<file path="src/rtl/uart_host_bridge_if.sv">
// Host byte streams plus the UART load/unload handshake seen by uart_host_bridge.
// The slave modport is the bridge's view; master is the surrounding environment.
interface uart_host_bridge_if #(
  parameter int unsigned TX_DEPTH = 4,
  parameter int unsigned RX_DEPTH = 4
);
  localparam int unsigned TX_LW = $clog2(TX_DEPTH) + 1;
  localparam int unsigned RX_LW = $clog2(RX_DEPTH) + 1;

  logic             tx_en;
  logic             rx_en;
  logic             s_tx_valid;
  logic             s_tx_ready;
  logic [7:0]       s_tx_data;
  logic             m_rx_valid;
  logic             m_rx_ready;
  logic [7:0]       m_rx_data;
  logic [TX_LW-1:0] tx_level;
  logic [RX_LW-1:0] rx_level;
  logic             ld_tx_data;
  logic [7:0]       tx_data;
  logic             tx_empty;
  logic             tx_enable;
  logic             uld_rx_data;
  logic [7:0]       rx_data;
  logic             rx_empty;
  logic             rx_enable;

  modport slave (
    input  tx_en, rx_en, s_tx_valid, s_tx_data, m_rx_ready, tx_empty, rx_data, rx_empty,
    output s_tx_ready, m_rx_valid, m_rx_data, tx_level, rx_level,
           ld_tx_data, tx_data, tx_enable, uld_rx_data, rx_enable
  );

  modport master (
    output tx_en, rx_en, s_tx_valid, s_tx_data, m_rx_ready, tx_empty, rx_data, rx_empty,
    input  s_tx_ready, m_rx_valid, m_rx_data, tx_level, rx_level,
           ld_tx_data, tx_data, tx_enable, uld_rx_data, rx_enable
  );
endinterface

</file>
<file path="src/rtl/uart_host_bridge.sv">
// Bridges valid/ready byte streams to a UART's load/unload handshake through
// a TX FIFO and an RX FIFO, each sequenced by a small FSM.
module uart_host_bridge #(
  parameter int unsigned TX_DEPTH = 4,
  parameter int unsigned RX_DEPTH = 4
) (
  input  logic              clk,
  input  logic              reset_n,
  uart_host_bridge_if.slave bus
);
  localparam int unsigned TX_AW = $clog2(TX_DEPTH);
  localparam int unsigned RX_AW = $clog2(RX_DEPTH);

  typedef enum logic [1:0] {TX_IDLE = 2'd0, TX_LOAD = 2'd1, TX_WAIT = 2'd2} tx_state_e;
  typedef enum logic [1:0] {RX_IDLE = 2'd0, RX_UNLOAD = 2'd1, RX_CAPTURE = 2'd2} rx_state_e;

  tx_state_e      r_tx_state, w_tx_next;
  rx_state_e      r_rx_state, w_rx_next;
  logic           r_in_reset;
  logic           r_ld_tx_data;
  logic           r_uld_rx_data;
  logic [7:0]     r_tx_data;
  logic [7:0]     r_tx_mem [TX_DEPTH];
  logic [7:0]     r_rx_mem [RX_DEPTH];
  logic [TX_AW:0] r_tx_wr, r_tx_rd, w_tx_level;
  logic [RX_AW:0] r_rx_wr, r_rx_rd, w_rx_level;
  logic           w_tx_ready, w_tx_push, w_tx_pop;
  logic           w_rx_valid, w_rx_push, w_rx_pop;

  // Wrap-bit pointers: the level MSB is set exactly when the FIFO is full.
  assign w_tx_level = r_tx_wr - r_tx_rd;
  assign w_rx_level = r_rx_wr - r_rx_rd;
  assign w_tx_ready = !r_in_reset && !w_tx_level[TX_AW];
  assign w_tx_push  = bus.s_tx_valid && w_tx_ready;
  assign w_rx_valid = (w_rx_level != '0);
  assign w_rx_pop   = w_rx_valid && bus.m_rx_ready;
  assign w_rx_push  = (r_rx_state == RX_CAPTURE);

  always_comb begin
    w_tx_next = r_tx_state;
    w_tx_pop  = 1'b0;
    case (r_tx_state)
      TX_IDLE: begin
        if ((w_tx_level != '0) && bus.tx_empty) begin
          w_tx_next = TX_LOAD;
          w_tx_pop  = 1'b1;
        end
      end
      TX_LOAD: w_tx_next = TX_WAIT;
      // Hold until the UART drops tx_empty so a second load cannot overrun it.
      TX_WAIT: if (!bus.tx_empty) w_tx_next = TX_IDLE;
      default: w_tx_next = TX_IDLE;
    endcase
  end

  always_comb begin
    w_rx_next = r_rx_state;
    case (r_rx_state)
      RX_IDLE:    if (!bus.rx_empty && !w_rx_level[RX_AW]) w_rx_next = RX_UNLOAD;
      RX_UNLOAD:  w_rx_next = RX_CAPTURE;
      RX_CAPTURE: w_rx_next = RX_IDLE;
      default:    w_rx_next = RX_IDLE;
    endcase
  end

  always_ff @(posedge clk) begin
    if (!reset_n) begin
      r_in_reset    <= 1'b1;
      r_tx_state    <= TX_IDLE;
      r_rx_state    <= RX_IDLE;
      r_ld_tx_data  <= 1'b0;
      r_uld_rx_data <= 1'b0;
      r_tx_data     <= '0;
      r_tx_wr       <= '0;
      r_tx_rd       <= '0;
      r_rx_wr       <= '0;
      r_rx_rd       <= '0;
    end else begin
      r_in_reset    <= 1'b0;
      r_tx_state    <= w_tx_next;
      r_rx_state    <= w_rx_next;
      r_ld_tx_data  <= (w_tx_next == TX_LOAD);
      r_uld_rx_data <= (w_rx_next == RX_UNLOAD);
      if (w_tx_push) r_tx_wr <= r_tx_wr + (TX_AW + 1)'(1);
      if (w_tx_pop) begin
        r_tx_rd   <= r_tx_rd + (TX_AW + 1)'(1);
        r_tx_data <= r_tx_mem[r_tx_rd[TX_AW-1:0]];
      end
      if (w_rx_push) r_rx_wr <= r_rx_wr + (RX_AW + 1)'(1);
      if (w_rx_pop)  r_rx_rd <= r_rx_rd + (RX_AW + 1)'(1);
    end
  end

  // Storage needs no reset; pointers alone define what is valid.
  always_ff @(posedge clk) begin
    if (w_tx_push) r_tx_mem[r_tx_wr[TX_AW-1:0]] <= bus.s_tx_data;
    if (w_rx_push) r_rx_mem[r_rx_wr[RX_AW-1:0]] <= bus.rx_data;
  end

  assign bus.s_tx_ready  = w_tx_ready;
  assign bus.m_rx_valid  = w_rx_valid;
  assign bus.m_rx_data   = r_rx_mem[r_rx_rd[RX_AW-1:0]];
  assign bus.tx_level    = w_tx_level;
  assign bus.rx_level    = w_rx_level;
  assign bus.ld_tx_data  = r_ld_tx_data;
  assign bus.tx_data     = r_tx_data;
  assign bus.uld_rx_data = r_uld_rx_data;
  assign bus.tx_enable   = bus.tx_en;
  assign bus.rx_enable   = bus.rx_en;
endmodule
</file>
<file path="src/flat_wrapper.sv">
// flat-port wrapper written by rule: the top's interface ports become plain ports
module uart_host_bridge_flat 
#(
  parameter int unsigned TX_DEPTH = 4,
  parameter int unsigned RX_DEPTH = 4
)
  (clk, reset_n, bus_tx_en, bus_rx_en, bus_s_tx_valid, bus_s_tx_data, bus_m_rx_ready, bus_tx_empty, bus_rx_data, bus_rx_empty, bus_s_tx_ready, bus_m_rx_valid, bus_m_rx_data, bus_tx_level, bus_rx_level, bus_ld_tx_data, bus_tx_data, bus_tx_enable, bus_uld_rx_data, bus_rx_enable);
  uart_host_bridge_if #(.TX_DEPTH(TX_DEPTH), .RX_DEPTH(RX_DEPTH)) bus_i ();
  input  logic clk;
  input  logic reset_n;
  input wire logic [$bits(bus_i.tx_en)-1:0] bus_tx_en;
  input wire logic [$bits(bus_i.rx_en)-1:0] bus_rx_en;
  input wire logic [$bits(bus_i.s_tx_valid)-1:0] bus_s_tx_valid;
  input wire logic [$bits(bus_i.s_tx_data)-1:0] bus_s_tx_data;
  input wire logic [$bits(bus_i.m_rx_ready)-1:0] bus_m_rx_ready;
  input wire logic [$bits(bus_i.tx_empty)-1:0] bus_tx_empty;
  input wire logic [$bits(bus_i.rx_data)-1:0] bus_rx_data;
  input wire logic [$bits(bus_i.rx_empty)-1:0] bus_rx_empty;
  output wire logic [$bits(bus_i.s_tx_ready)-1:0] bus_s_tx_ready;
  output wire logic [$bits(bus_i.m_rx_valid)-1:0] bus_m_rx_valid;
  output wire logic [$bits(bus_i.m_rx_data)-1:0] bus_m_rx_data;
  output wire logic [$bits(bus_i.tx_level)-1:0] bus_tx_level;
  output wire logic [$bits(bus_i.rx_level)-1:0] bus_rx_level;
  output wire logic [$bits(bus_i.ld_tx_data)-1:0] bus_ld_tx_data;
  output wire logic [$bits(bus_i.tx_data)-1:0] bus_tx_data;
  output wire logic [$bits(bus_i.tx_enable)-1:0] bus_tx_enable;
  output wire logic [$bits(bus_i.uld_rx_data)-1:0] bus_uld_rx_data;
  output wire logic [$bits(bus_i.rx_enable)-1:0] bus_rx_enable;
  assign bus_i.tx_en = bus_tx_en;
  assign bus_i.rx_en = bus_rx_en;
  assign bus_i.s_tx_valid = bus_s_tx_valid;
  assign bus_i.s_tx_data = bus_s_tx_data;
  assign bus_i.m_rx_ready = bus_m_rx_ready;
  assign bus_i.tx_empty = bus_tx_empty;
  assign bus_i.rx_data = bus_rx_data;
  assign bus_i.rx_empty = bus_rx_empty;
  assign bus_s_tx_ready = bus_i.s_tx_ready;
  assign bus_m_rx_valid = bus_i.m_rx_valid;
  assign bus_m_rx_data = bus_i.m_rx_data;
  assign bus_tx_level = bus_i.tx_level;
  assign bus_rx_level = bus_i.rx_level;
  assign bus_ld_tx_data = bus_i.ld_tx_data;
  assign bus_tx_data = bus_i.tx_data;
  assign bus_tx_enable = bus_i.tx_enable;
  assign bus_uld_rx_data = bus_i.uld_rx_data;
  assign bus_rx_enable = bus_i.rx_enable;
  uart_host_bridge #(.TX_DEPTH(TX_DEPTH), .RX_DEPTH(RX_DEPTH)) u_core (.clk(clk), .reset_n(reset_n), .bus(bus_i));
endmodule
</file>
<file path="config.mk">
export PLATFORM = sky130hd
export DESIGN_NAME = uart_host_bridge_flat
export DESIGN_NICKNAME = d
export VERILOG_FILES = /design/src/rtl/uart_host_bridge_if.sv /design/src/rtl/uart_host_bridge.sv /design/src/flat_wrapper.sv
export SDC_FILE = /design/constraint.sdc
export NUM_CORES = 1
export LEC_CHECK = 0
export BUFFER_PORTS_ARGS = -buffer_cell sky130_fd_sc_hd__buf_2
export CORE_MARGIN = 2
export CORE_UTILIZATION = 59
export CTS_BUF_LIST = sky130_fd_sc_hd__clkbuf_4
export DETAILED_ROUTE_END_ITERATION = 16
export PLACE_DENSITY_LB_ADDON = 0.15
export SKIP_LAST_GASP = 1
export SYNTH_ARGS = -nofsm -noshare
export SYNTH_HDL_FRONTEND = slang
export SYNTH_SLANG_ARGS = --single-unit
</file>
<file path="constraint.sdc">
create_clock -name clk -period 2.8 [get_ports clk]
set_input_delay 0.14 -clock clk [delete_from_list [all_inputs] [get_ports clk]]
set_output_delay 0.14 -clock clk [all_outputs]
set_load 0.1 [all_outputs]
</file>
After elaboration in Yosys (flattened, before gate mapping)
Memories as Yosys holds them, arrays and structs flattened. A register that Yosys moved wholly into a read port is not among the register bits.
Index checks and enable logic that the tools add are counted.
W data, S select, Z words.
- input bits: 24
- memories: 2
- register bits: 19
- word-level logic and storage cells: 51
- output and inout bits: 28
- memory bits (writable): 64
- memory list (memory ; depth ; width ; read ports ; clocked after Yosys merged registers in ; write ports ; RTL line ; text):
    u_core.r_rx_mem ; 4 ; 8 ; 1 ; 1 ; 1 ; uart_host_bridge.sv:24 ; logic [7:0] r_rx_mem [RX_DEPTH];
    u_core.r_tx_mem ; 4 ; 8 ; 1 ; 1 ; 1 ; uart_host_bridge.sv:23 ; logic [7:0] r_tx_mem [TX_DEPTH];
- add/sub/neg operators: 6
- muxes and demuxes: 14
- equal/unequal tests: 6
- reduce and logical (&&, ||, !) cells: 14
- operator list (cell ; number):
    $add A3 B1 Y3 const B ; 4
    $mux W2 ; 5
    $eq A2 B1 Y1 const B ; 4
    $mux W1 ; 7
    $pmux W2 S3 ; 1
    $reduce_bool A3 Y1 ; 2
    $sub A3 B3 Y3 ; 2
    $logic_and A1 B1 Y1 ; 5
    $logic_not A1 Y1 ; 5
    $eq A2 B2 Y1 const B ; 2
    $logic_not A2 Y1 ; 2
    $pmux W2 S2 ; 1

Logic depth before layout (Yosys ltp)
Gate-level depths: netlist (run 1).
- depth after elaboration: 6
- mapped depth: 7
- gate-level depth less buffers: 6

Worst setup path after synthesis (run 1)
No wires, ideal clock.
- path type: register -> output
- start: register u_core.r_tx_wr[0]
- end: output bus_s_tx_ready
- stages on the path, launching flop included: 6
- data required time: 2660 ps
- path slack: -272 ps
- path buffers: 0
- data arrival time: 2932 ps
- cells stage by stage: dfxtp_1 inv_1 ha_1 fa_1 xor3_2 nor2_1
- cells in the longest elaborated chain, start to end: 3
- ends and longest elaborated chain (element ; RTL line ; text):
    start, declared ; uart_host_bridge.sv:25 ; logic [TX_AW:0] r_tx_wr, r_tx_rd, w_tx_level;
    start signal, assigned ; uart_host_bridge.sv:84 ; if (w_tx_push) r_tx_wr <= r_tx_wr + (TX_AW + 1)'(1);
    $sub A3 B3 Y3 ; uart_host_bridge.sv:31 ; assign w_tx_level = r_tx_wr - r_tx_rd;
    net bus_tx_level[2] ; flat_wrapper.sv:22 ; output wire logic [$bits(bus_i.tx_level)-1:0] bus_tx_level;
    $logic_not A1 Y1 ; uart_host_bridge.sv:33 ; assign w_tx_ready = !r_in_reset && !w_tx_level[TX_AW];
    $logic_and A1 B1 Y1 ; uart_host_bridge.sv:33 ;
    end, declared ; flat_wrapper.sv:19 ; output wire logic [$bits(bus_i.s_tx_ready)-1:0] bus_s_tx_ready;
The timed path passes the listed nets, and every way through them passes these cells.

Final worst setup path (run 1)
- start: register u_core.r_tx_wr[0]
- end: output bus_s_tx_ready
- cells in the longest elaborated chain, start to end: 3
- ends and longest elaborated chain (element ; RTL line):
    $sub A3 B3 Y3 ; uart_host_bridge.sv:31
    $logic_not A1 Y1 ; uart_host_bridge.sv:33
    $logic_and A1 B1 Y1 ; uart_host_bridge.sv:33
No other way between the ends.

==> flow_summary.json, run 1 <==
{
  "outcome": "finished, final reports clean",
  "yosysWarnings": 0,
  "period_needed_ns": 2.57,
  "worst_pin_slew_ns": 0.569,
  "p_seq_frac": 0.381,
  "pwr_density_cell_mw_per_mm2": 1020,
  "ant_nets": 0,
  "ir_worst_vdd_mv": 0.699,
  "power.total_uw": 4460,
  "drive_gt1_frac": 0.278,
  "hpwl_um": 4160,
  "crit_type": "reg -> out",
  "fill_cells": 420,
  "num_antenna_cells": 0,
  "initial_utilization": 0.602,
  "internal_power_uw": 2360,
  "grt_first_pass_wirelength_um": 9940,
  "worstPathCellList": "inv_1, ha_1, fa_1, xor3_2, nor2_2, buf_2",
  "cts_buffer_depth": 2,
  "postCtsHoldBufs": 18,
  "via_per_inst": 5.22,
  "fin_tns_setup_ns": 0,
  "grt_max_degree": 34,
  "hold_class": "in -> reg",
  "p_leak_uw": 0.00172,
  "ys_types": 31,
  "die_h_um": 84.1,
  "grt-ovfl-total": 0,
  "rsz0062_at_grt": "false",
  "place_area_sq_mm": 0.00405,
  "slew_viol_final": 0,
  "syn_nets": 273,
  "cts.sinks": 93,
  "multi_input_area_sq_mm": 0.00117,
  "critPathMaxFanout": 5,
  "area_growth_pct": 15.9,
  "final_cells": 383,
  "cp_top_family": "adder cells",
  "routedWlPerCell_um": 15.4,
  "die_x_um": 84.1,
  "ctsResizeCount": 0,
  "rows": 29,
  "hold_viol": 0,
  "fin_crit_sh": 0.916,
  "root_buffer": "clkbuf_4",
  "routabilityCongestion": 0.732,
  "clk_pin_slew_worst_paths_ns": 0.14,
  "antenna_found_initial": 0,
  "max_slew_margin": 0.621,
  "placed_cells": 349,
  "numCtsBuffers": 9,
  "drcViolationCount": 0,
  "max_freq_mhz": 390,
  "clock_latency_ns": 0.43,
  "power_frac_comb": 0.452,
  "setup_violations": 0,
  "slowest_delay_ns": 0.43,
  "layout_common_cells": "64 x edfxtp_1, 47 x buf_2, 30 x nand2_1, 29 x dfxtp_1, 19 x mux2i_1",
  "wirelength_um": 5880,
  "syn_avg_cell_area_sq_um": 16.1,
  "critical_path.endpoint_type": "primary output",
  "synthCells": 235,
  "yosysSeqAreaShare": 0.662,
  "dr.first_iter.drc_count": 82,
  "critical_path_buf_inv_count": 2,
  "rrSetupSlack_ns": 0.29,
  "p_switching_uw": 2090,
  "clockPowerShare": 0.167,
  "htree_levels": 3,
  "worstPathRequired_ns": 2.66,
  "finalClockSkew_ns": 0.0110,
  "start_kind": "register",
  "grt_pass1_vias": 2123,
  "swShare": 0.469,
  "core_area_sq_mm": 0.00628,
  "die-area_sq_mm": 0.00707,
  "io_pins": 52,
  "io_buffers": 47,
  "drv_cap": 0,
  "track_usage": 0.185,
  "vias": 2001,
  "drt_first_pass_iters": 4,
  "final_common_cell": "edfxtp_1",
  "cts_tree": "yes",
  "final-seq-area_sq_mm": 0.00250,
  "cts_setup_buffers": 0,
  "syn-cell-area_sq_mm": 0.00378,
  "ys_ff_latch": 93,
  "fin_nets": 339,
  "slowest_stage": "buf_2",
  "critPathArrivalTime_ns": 2.43,
  "design_area_sq_mm": 0.00438
}
worst min-delay path, delay by kind of cell:
family / cells / cell delay (ns)
buf+inv: 1 / 0.10
compound gates: 1 / 0.05
mux: 1 / 0.11
simple gates: 1 / 0.05
through the flow:
step | setup slack (ns) | util | hold WS [ns]
final | 0.234 | 0.698 | 0.0618
after floorplan | 0.199 | - | 0.239
after detailed placement | 0.255 | 0.646 | 0.282
after global placement | 0.353 | 0.646 | 0.282
after global routing | 0.0693 | 0.698 | 0.0519
after CTS | 0.183 | 0.698 | 0.0309
state kept, by name (all words and copies together), names as in the netlist, named ones only:
register	flops
u_core.r_rx_wr	3
u_core.bus.ld_tx_data	1
u_core.bus.tx_data	8
u_core.r_rx_state	2
u_core.r_tx_mem	32
u_core.r_in_reset	1
u_core.r_rx_mem	32
u_core.r_tx_rd	3
u_core.bus.uld_rx_data	1
u_core.r_rx_rd	3
u_core.r_tx_wr	3
u_core.r_tx_state	2
synthesized netlist by cell type, drive strengths merged:
master / count / area, sq um
mux4: 16 / 360
fa: 2 / 40.0
edfxtp: 64 / 1920
nor2: 8 / 30.0
clkbuf: 4 / 15.0
xnor2: 2 / 17.5
and2: 7 / 43.8
o211ai: 1 / 7.51
nand2b: 5 / 31.3
dfxtp: 29 / 581
nor4b: 2 / 17.5
nand3: 1 / 5.00
xor2: 1 / 8.76
ha: 12 / 150
nor3b: 3 / 33.8
a31oi: 2 / 18.8
xnor3: 1 / 22.5
xor3: 1 / 25.0
o21ai: 1 / 16.3
mux2i: 19 / 190
buf: 7 / 53.8
a21oi: 1 / 5.00
nor2b: 1 / 6.26
nand3b: 3 / 22.5
nand2: 30 / 113
inv: 12 / 45.0
logic make-up (layout without fill, tap and decap cells):
| family | after synthesis | count (layout) | synth area share |
|---|---|---|---|
| adders and majority gates | 14 | 14 | 0.0503 |
| muxes | 35 | 35 | 0.146 |
| AOI/OAI and AO/OA | 5 | 5 | 0.0126 |
| and+or+nand+nor | 60 | 60 | 0.0801 |
| DFF | 93 | 93 | 0.662 |
| buffers and inverters | 23 | 94 | 0.0301 |
| xor gates and xnor gates | 5 | 5 | 0.0195 |
power groups by stage:
stage | clock network, uW | registers [uW] | logic (uW)
final | 746 | 1700 | 2010
after detailed placement | 0 | 1730 | 2010
after floorplan | 0 | 2010 | 1500
after CTS | 766 | 1700 | 2030
after global placement | 0 | 1730 | 1990
after global routing | 827 | 1720 | 2100
layout make-up:
type,count,share of cell area
sequential,93,0.571
multi-input combinational,119,0.266
timing repair buffer,66,0.0965
tap,77,0.0220
clock buffer,10,0.0171
clock inverter,6,0.0163
inverter,12,0.0103
worst paths after layout:
path | from | endpoint | depth (start not counted)
max | u_core.r_tx_wr[0]$_SDFFE_PN0N_ | bus_s_tx_ready | 6
min | bus_m_rx_ready | u_core.r_rx_rd[2]$_SDFFE_PN0P_ | 4
max reg2reg | u_core.r_tx_wr[0]$_SDFFE_PN0N_ | u_core.r_tx_mem[2][7]$_DFFE_PP_ | 6
min reg2reg | u_core.bus.tx_data[3]$_SDFFE_PN0P_ | u_core.bus.tx_data[3]$_SDFFE_PN0P_ | 2
per-layer routing:
metal  global-route usage  part of all wire  vias up
li1                     -                 -      984
met1                0.248              0.45      959
met2                0.287              0.49       48
met3               0.0406             0.045       10
met4               0.0953             0.015        0
met5                    0                 0        -
No activity file was read; power rests on OpenSTA's default activity.
==> run 2, diff against run 1 <==
- PLACE_DENSITY: unset -> 0.88
- PLACE_DENSITY_LB_ADDON: 0.15 -> unset
==> flow_summary.json, run 2 (synthesis results as in run 1) <==
{
  "outcome": "finished, final reports clean",
  "slowest_delay_ns": 0.43,
  "finalClockSkew_ns": 0.00708,
  "max_slew_margin": 0.627,
  "ir_worst_vdd_mv": 0.778,
  "ctsResizeCount": 0,
  "grt-ovfl-total": 0,
  "multi_input_area_sq_mm": 0.00117,
  "die-area_sq_mm": 0.00707,
  "drive_gt1_frac": 0.275,
  "max_freq_mhz": 390,
  "io_buffers": 47,
  "cts_buffer_depth": 2,
  "grt_first_pass_wirelength_um": 10100,
  "via_per_inst": 5.38,
  "hold_viol": 0,
  "cts_setup_buffers": 0,
  "rsz0062_at_grt": "false",
  "dr.first_iter.drc_count": 79,
  "postCtsHoldBufs": 18,
  "clock_latency_ns": 0.42,
  "drcViolationCount": 0,
  "cts.sinks": 93,
  "crit_type": "reg -> out",
  "clockPowerShare": 0.177,
  "worst_pin_slew_ns": 0.560,
  "num_antenna_cells": 0,
  "routabilityCongestion": 0.760,
  "rrSetupSlack_ns": 0.26,
  "grt_pass1_vias": 2076,
  "fill_cells": 426,
  "internal_power_uw": 2450,
  "hold_class": "in -> reg",
  "power_frac_comb": 0.446,
  "cp-startpoint": "u_core.r_tx_wr[0]$_SDFFE_PN0N_",
  "final_cells": 383,
  "placed_cells": 349,
  "wirelength_um": 6370,
  "track_usage": 0.189,
  "slowest_stage": "buf_2",
  "initial_utilization": 0.602,
  "fin_crit_sh": 0.915,
  "setup_violations": 0,
  "io_pins": 52,
  "r2r-start": "u_core.r_tx_wr[0]$_SDFFE_PN0N_",
  "cts_tree": "yes",
  "ant_nets": 0,
  "rows": 29,
  "p_switching_uw": 2080,
  "period_needed_ns": 2.56,
  "r2r_end": "u_core.r_tx_mem[0][6]$_DFFE_PP_",
  "start_kind": "register",
  "final-seq-area_sq_mm": 0.00250,
  "core_area_sq_mm": 0.00628,
  "p_seq_frac": 0.377,
  "reg2regPathDepth": 6,
  "final_common_cell": "edfxtp_1",
  "drv_cap": 0,
  "hpwl_um": 4370,
  "htree_levels": 3,
  "critical_path.endpoint_type": "primary output",
  "numCtsBuffers": 9,
  "clk_pin_slew_worst_paths_ns": 0.13,
  "fin_tns_setup_ns": 0,
  "slew_viol_final": 0,
  "area_growth_pct": 16.3,
  "grt_max_degree": 34,
  "pwr_density_cell_mw_per_mm2": 1030,
  "vias": 2059,
  "die_h_um": 84.1,
  "p_leak_uw": 0.00172,
  "worstPathRequired_ns": 2.66,
  "critPathArrivalTime_ns": 2.42,
  "layout_common_cells": "64 x edfxtp_1, 47 x buf_2, 30 x nand2_1, 29 x dfxtp_1, 19 x mux2i_1",
  "worstPathCellList": "inv_1, ha_1, fa_1, xor3_2, nor2_2, buf_2",
  "critical_path_buf_inv_count": 2,
  "critPathMaxFanout": 5,
  "worstHoldStart": "bus_m_rx_ready",
  "fin_nets": 339,
  "swShare": 0.460,
  "whs_endpoint": "u_core.r_rx_rd[2]$_SDFFE_PN0P_",
  "die_x_um": 84.1,
  "cp_top_family": "adder cells",
  "holdPathStages": 4,
  "root_buffer": "clkbuf_4",
  "drt_first_pass_iters": 4,
  "antenna_found_initial": 0,
  "routedWlPerCell_um": 16.6
}
run 2: per-stage QoR:
stage	instance area [sq um]	total power, uW	worst slack (ns)	utilization	hold slack, ns
final	4400	4520	0.237	0.700	0.0672
after global routing	4400	4690	0.0982	0.700	0.0968
after detailed placement	4050	3740	0.282	0.646	0.282
after CTS	4400	4560	0.201	0.700	0.0460
after floorplan	3780	3510	0.199	-	0.239
after global placement	4050	3710	0.378	0.646	0.282
run 2: how the worst max path moves through the flow:
stage | to | slack (ns) | cells after the start
final | bus_s_tx_ready | 0.24 | 6
after CTS | bus_s_tx_ready | 0.20 | 6
after global routing | bus_s_tx_ready | 0.1 | 6
after floorplan | bus_s_tx_ready | 0.20 | 5
after global placement | u_core.r_tx_mem[3][0]$_DFFE_PP_ | 0.38 | 6
after detailed placement | u_core.r_tx_mem[2][7]$_DFFE_PP_ | 0.28 | 6
run 2: final cells by class:
class / instances / share of cell area
clock buffers: 10 / 0.0171
clock inverters: 6 / 0.0199
flip-flops and latches: 93 / 0.569
inverters: 12 / 0.0102
repair buffers: 66 / 0.0962
well taps: 77 / 0.0219
multi-input cells: 119 / 0.266
run 2: power groups by stage:
stage | clock network [uW] | registers (uW) | logic, uW
after floorplan | 0 | 2010 | 1500
after global placement | 0 | 1730 | 1980
after detailed placement | 0 | 1730 | 2010
after CTS | 820 | 1710 | 2030
after global routing | 872 | 1720 | 2100
final | 801 | 1700 | 2020
run 2: routing by layer:
metal  up-vias  share of wire  global-route usage  routed length (um)
met5         -              0                   0                   0
met4         0         0.0069              0.0762                  44
met3         2          0.049              0.0386                 310
met2        67           0.53               0.324                3360
met1      1004           0.42               0.234                2650
li1        986              -                   -                   -
run 2: tightest hold or removal path, delay by kind of cell:
kind / cells / cell delay, ns
buffers and inverters: 1 / 0.11
AOI/OAI and AO/OA: 1 / 0.04
and+or+nand+nor: 1 / 0.06
muxes: 1 / 0.10
==> run 3, diff against run 2 <==
- BUFFER_PORTS_ARGS: -buffer_cell sky130_fd_sc_hd__buf_2 -> unset
- CORE_UTILIZATION: 59 -> 65
- DONT_BUFFER_PORTS: unset -> 1
- PLACE_DENSITY: 0.88 -> 0.87
- SETUP_SLACK_MARGIN: unset -> 0.3
==> flow_summary.json, run 3 (synthesis results as in run 1) <==
{
  "outcome": "finished, final reports clean",
  "crit_type": "reg -> out",
  "track_usage": 0.233,
  "max_freq_mhz": 413,
  "drcViolationCount": 0,
  "pre_cts_slack_ns": 0.339,
  "internal_power_uw": 2440,
  "whs_ns": 0.132,
  "clk_pin_slew_worst_paths_ns": 0.13,
  "ir_worst_vdd_mv": 0.666,
  "io_buffers": 0,
  "antenna_found_initial": 0,
  "num_antenna_cells": 0,
  "initial_utilization": 0.678,
  "area_growth_pct": 14.2,
  "p_leak_uw": 0.00160,
  "io_pins": 52,
  "worst_pin_slew_ns": 1.17,
  "die-area_sq_mm": 0.00644,
  "slowest_delay_ns": 0.39,
  "layout_setup_ws_ns": 0.381,
  "cts.sinks": 93,
  "rsz0062_at_grt": "false",
  "start_kind": "register",
  "htree_levels": 3,
  "drv_cap": 0,
  "die_h_um": 80.3,
  "fin_nets": 307,
  "critical_path_buf_inv_count": 3,
  "period_needed_ns": 2.42,
  "ant_nets": 0,
  "fin_crit_sh": 0.864,
  "power_frac_comb": 0.425,
  "hpwl_um": 4420,
  "routedWlPerCell_um": 19.5,
  "cp_top_family": "adder cells",
  "drive_gt1_frac": 0.215,
  "final-seq-area_sq_mm": 0.00250,
  "root_buffer": "clkbuf_4",
  "slowest_stage": "xor3_4",
  "layout_common_cells": "64 x edfxtp_1, 30 x nand2_1, 27 x dfxtp_1, 21 x dlygate4sd3_1, 19 x mux2i_1",
  "routabilityCongestion": 0.758,
  "cts_tree": "yes",
  "multi_input_area_sq_mm": 0.00120,
  "hold_viol": 0,
  "vias": 2009,
  "numCtsBuffers": 9,
  "fin_tns_setup_ns": 0,
  "p_seq_frac": 0.417,
  "grt-ovfl-total": 0,
  "critPathArrivalTime_ns": 2.28,
  "setup_violations": 0,
  "worstPathCellList": "inv_4, ha_4, fa_2, xor3_4, buf_12, nor2_4, buf_12",
  "die_x_um": 80.3,
  "cp_common_cell": "buf_12",
  "worstPathRequired_ns": 2.66,
  "pwr_density_cell_mw_per_mm2": 1060,
  "core_area_sq_mm": 0.00557,
  "wirelength_um": 6750,
  "critical_path.endpoint_type": "primary output",
  "critPathMaxFanout": 3,
  "clock_latency_ns": 0.43,
  "rows": 27,
  "final_common_cell": "edfxtp_1",
  "drt_first_pass_iters": 4,
  "grt_pass1_vias": 2122,
  "finalClockSkew_ns": 0.0105,
  "slew_viol_final": 0,
  "hold_class": "in -> reg",
  "fill_cells": 324,
  "grt_first_pass_wirelength_um": 10800,
  "cts_buffer_depth": 2,
  "max_slew_margin": 0.219,
  "via_per_inst": 5.81,
  "grt_max_degree": 34,
  "p_switching_uw": 2120,
  "clockPowerShare": 0.158,
  "swShare": 0.465,
  "dr.first_iter.drc_count": 149
}
run 3: cell count changes in the layout (fill, tap and decap cells not counted), moves of 2 or more:
cell           before  now
and2_1              7    3
buf_4               1    9
dfxtp_2             0    2
dfxtp_1            29   27
clkbuf_4           10   12
buf_12              0    2
dlygate4sd3_1      18   21
buf_2              47    0
buf_6               0    2
and2_2              0    4
run 3: layout make-up:
class                   instances  area share
flip-flops and latches         93       0.580
multi-input cells             119       0.277
repair buffers                 34      0.0788
clock buffers                  12      0.0209
well taps                      72      0.0209
clock inverters                 4      0.0116
inverters                      12      0.0110
run 3: metrics by stage:
step	area, sq um	std cells	utilization	power (uW)
2_1_floorplan	3800	235	-	3520
3_3_place_gp	3900	307	0.700	3690
3_5_place_dp	3900	307	0.700	3730
4_1_cts	4310	346	0.773	4540
5_1_grt	4320	346	0.775	4720
6_report	4320	346	0.775	4560
run 3: path summary, 6_finish.rpt:
kind | from | end | slack, ns | cells past startpoint
worst min-delay path | bus_tx_empty | u_core.r_tx_rd[2]$_SDFFE_PN0P_ | 0.13 | 3
worst min register to register | u_core.bus.tx_data[1]$_SDFFE_PN0P_ | u_core.bus.tx_data[1]$_SDFFE_PN0P_ | 0.51 | 2
worst max register to register | u_core.r_tx_wr[0]$_SDFFE_PN0N_ | u_core.r_tx_mem[2][3]$_DFFE_PP_ | 0.49 | 6
worst max-delay path | u_core.r_tx_wr[0]$_SDFFE_PN0N_ | bus_s_tx_ready | 0.38 | 7
run 3: per-layer routing:
metal	GRT usage	routed length, um	vias to the layer above
met5	0	0	-
met2	0.403	3630	60
met4	0.0915	117	0
li1	-	-	921
met1	0.288	2660	1016
met3	0.0483	342	12
run 3: worst register-to-register path, delay by kind of cell, from the launching register on:
kind,cells,cell delay [ns]
buf+inv,1,0.05
xor+xnor,1,0.39
flops,1,0.38
fa+ha+maj,2,0.51
simple gates,2,0.67
run 3: repair_timing:
item,4_1_cts,5_1_grt
pin swaps,3,1
hold buffers,21,0
setup endpoints to repair,1,25
resized for setup,13,3
gates cloned,0,0
endpoints found under the hold margin,91,0
buffers inserted,2,0
run 3: power groups by stage:
stage | logic (uW) | registers [uW] | clock network, uW
4_1_cts | 1920 | 1900 | 725
5_1_grt | 2020 | 1920 | 775
6_report | 1940 | 1900 | 720
3_3_place_gp | 1770 | 1920 | 0
2_1_floorplan | 1510 | 2010 | 0
3_5_place_dp | 1800 | 1930 | 0
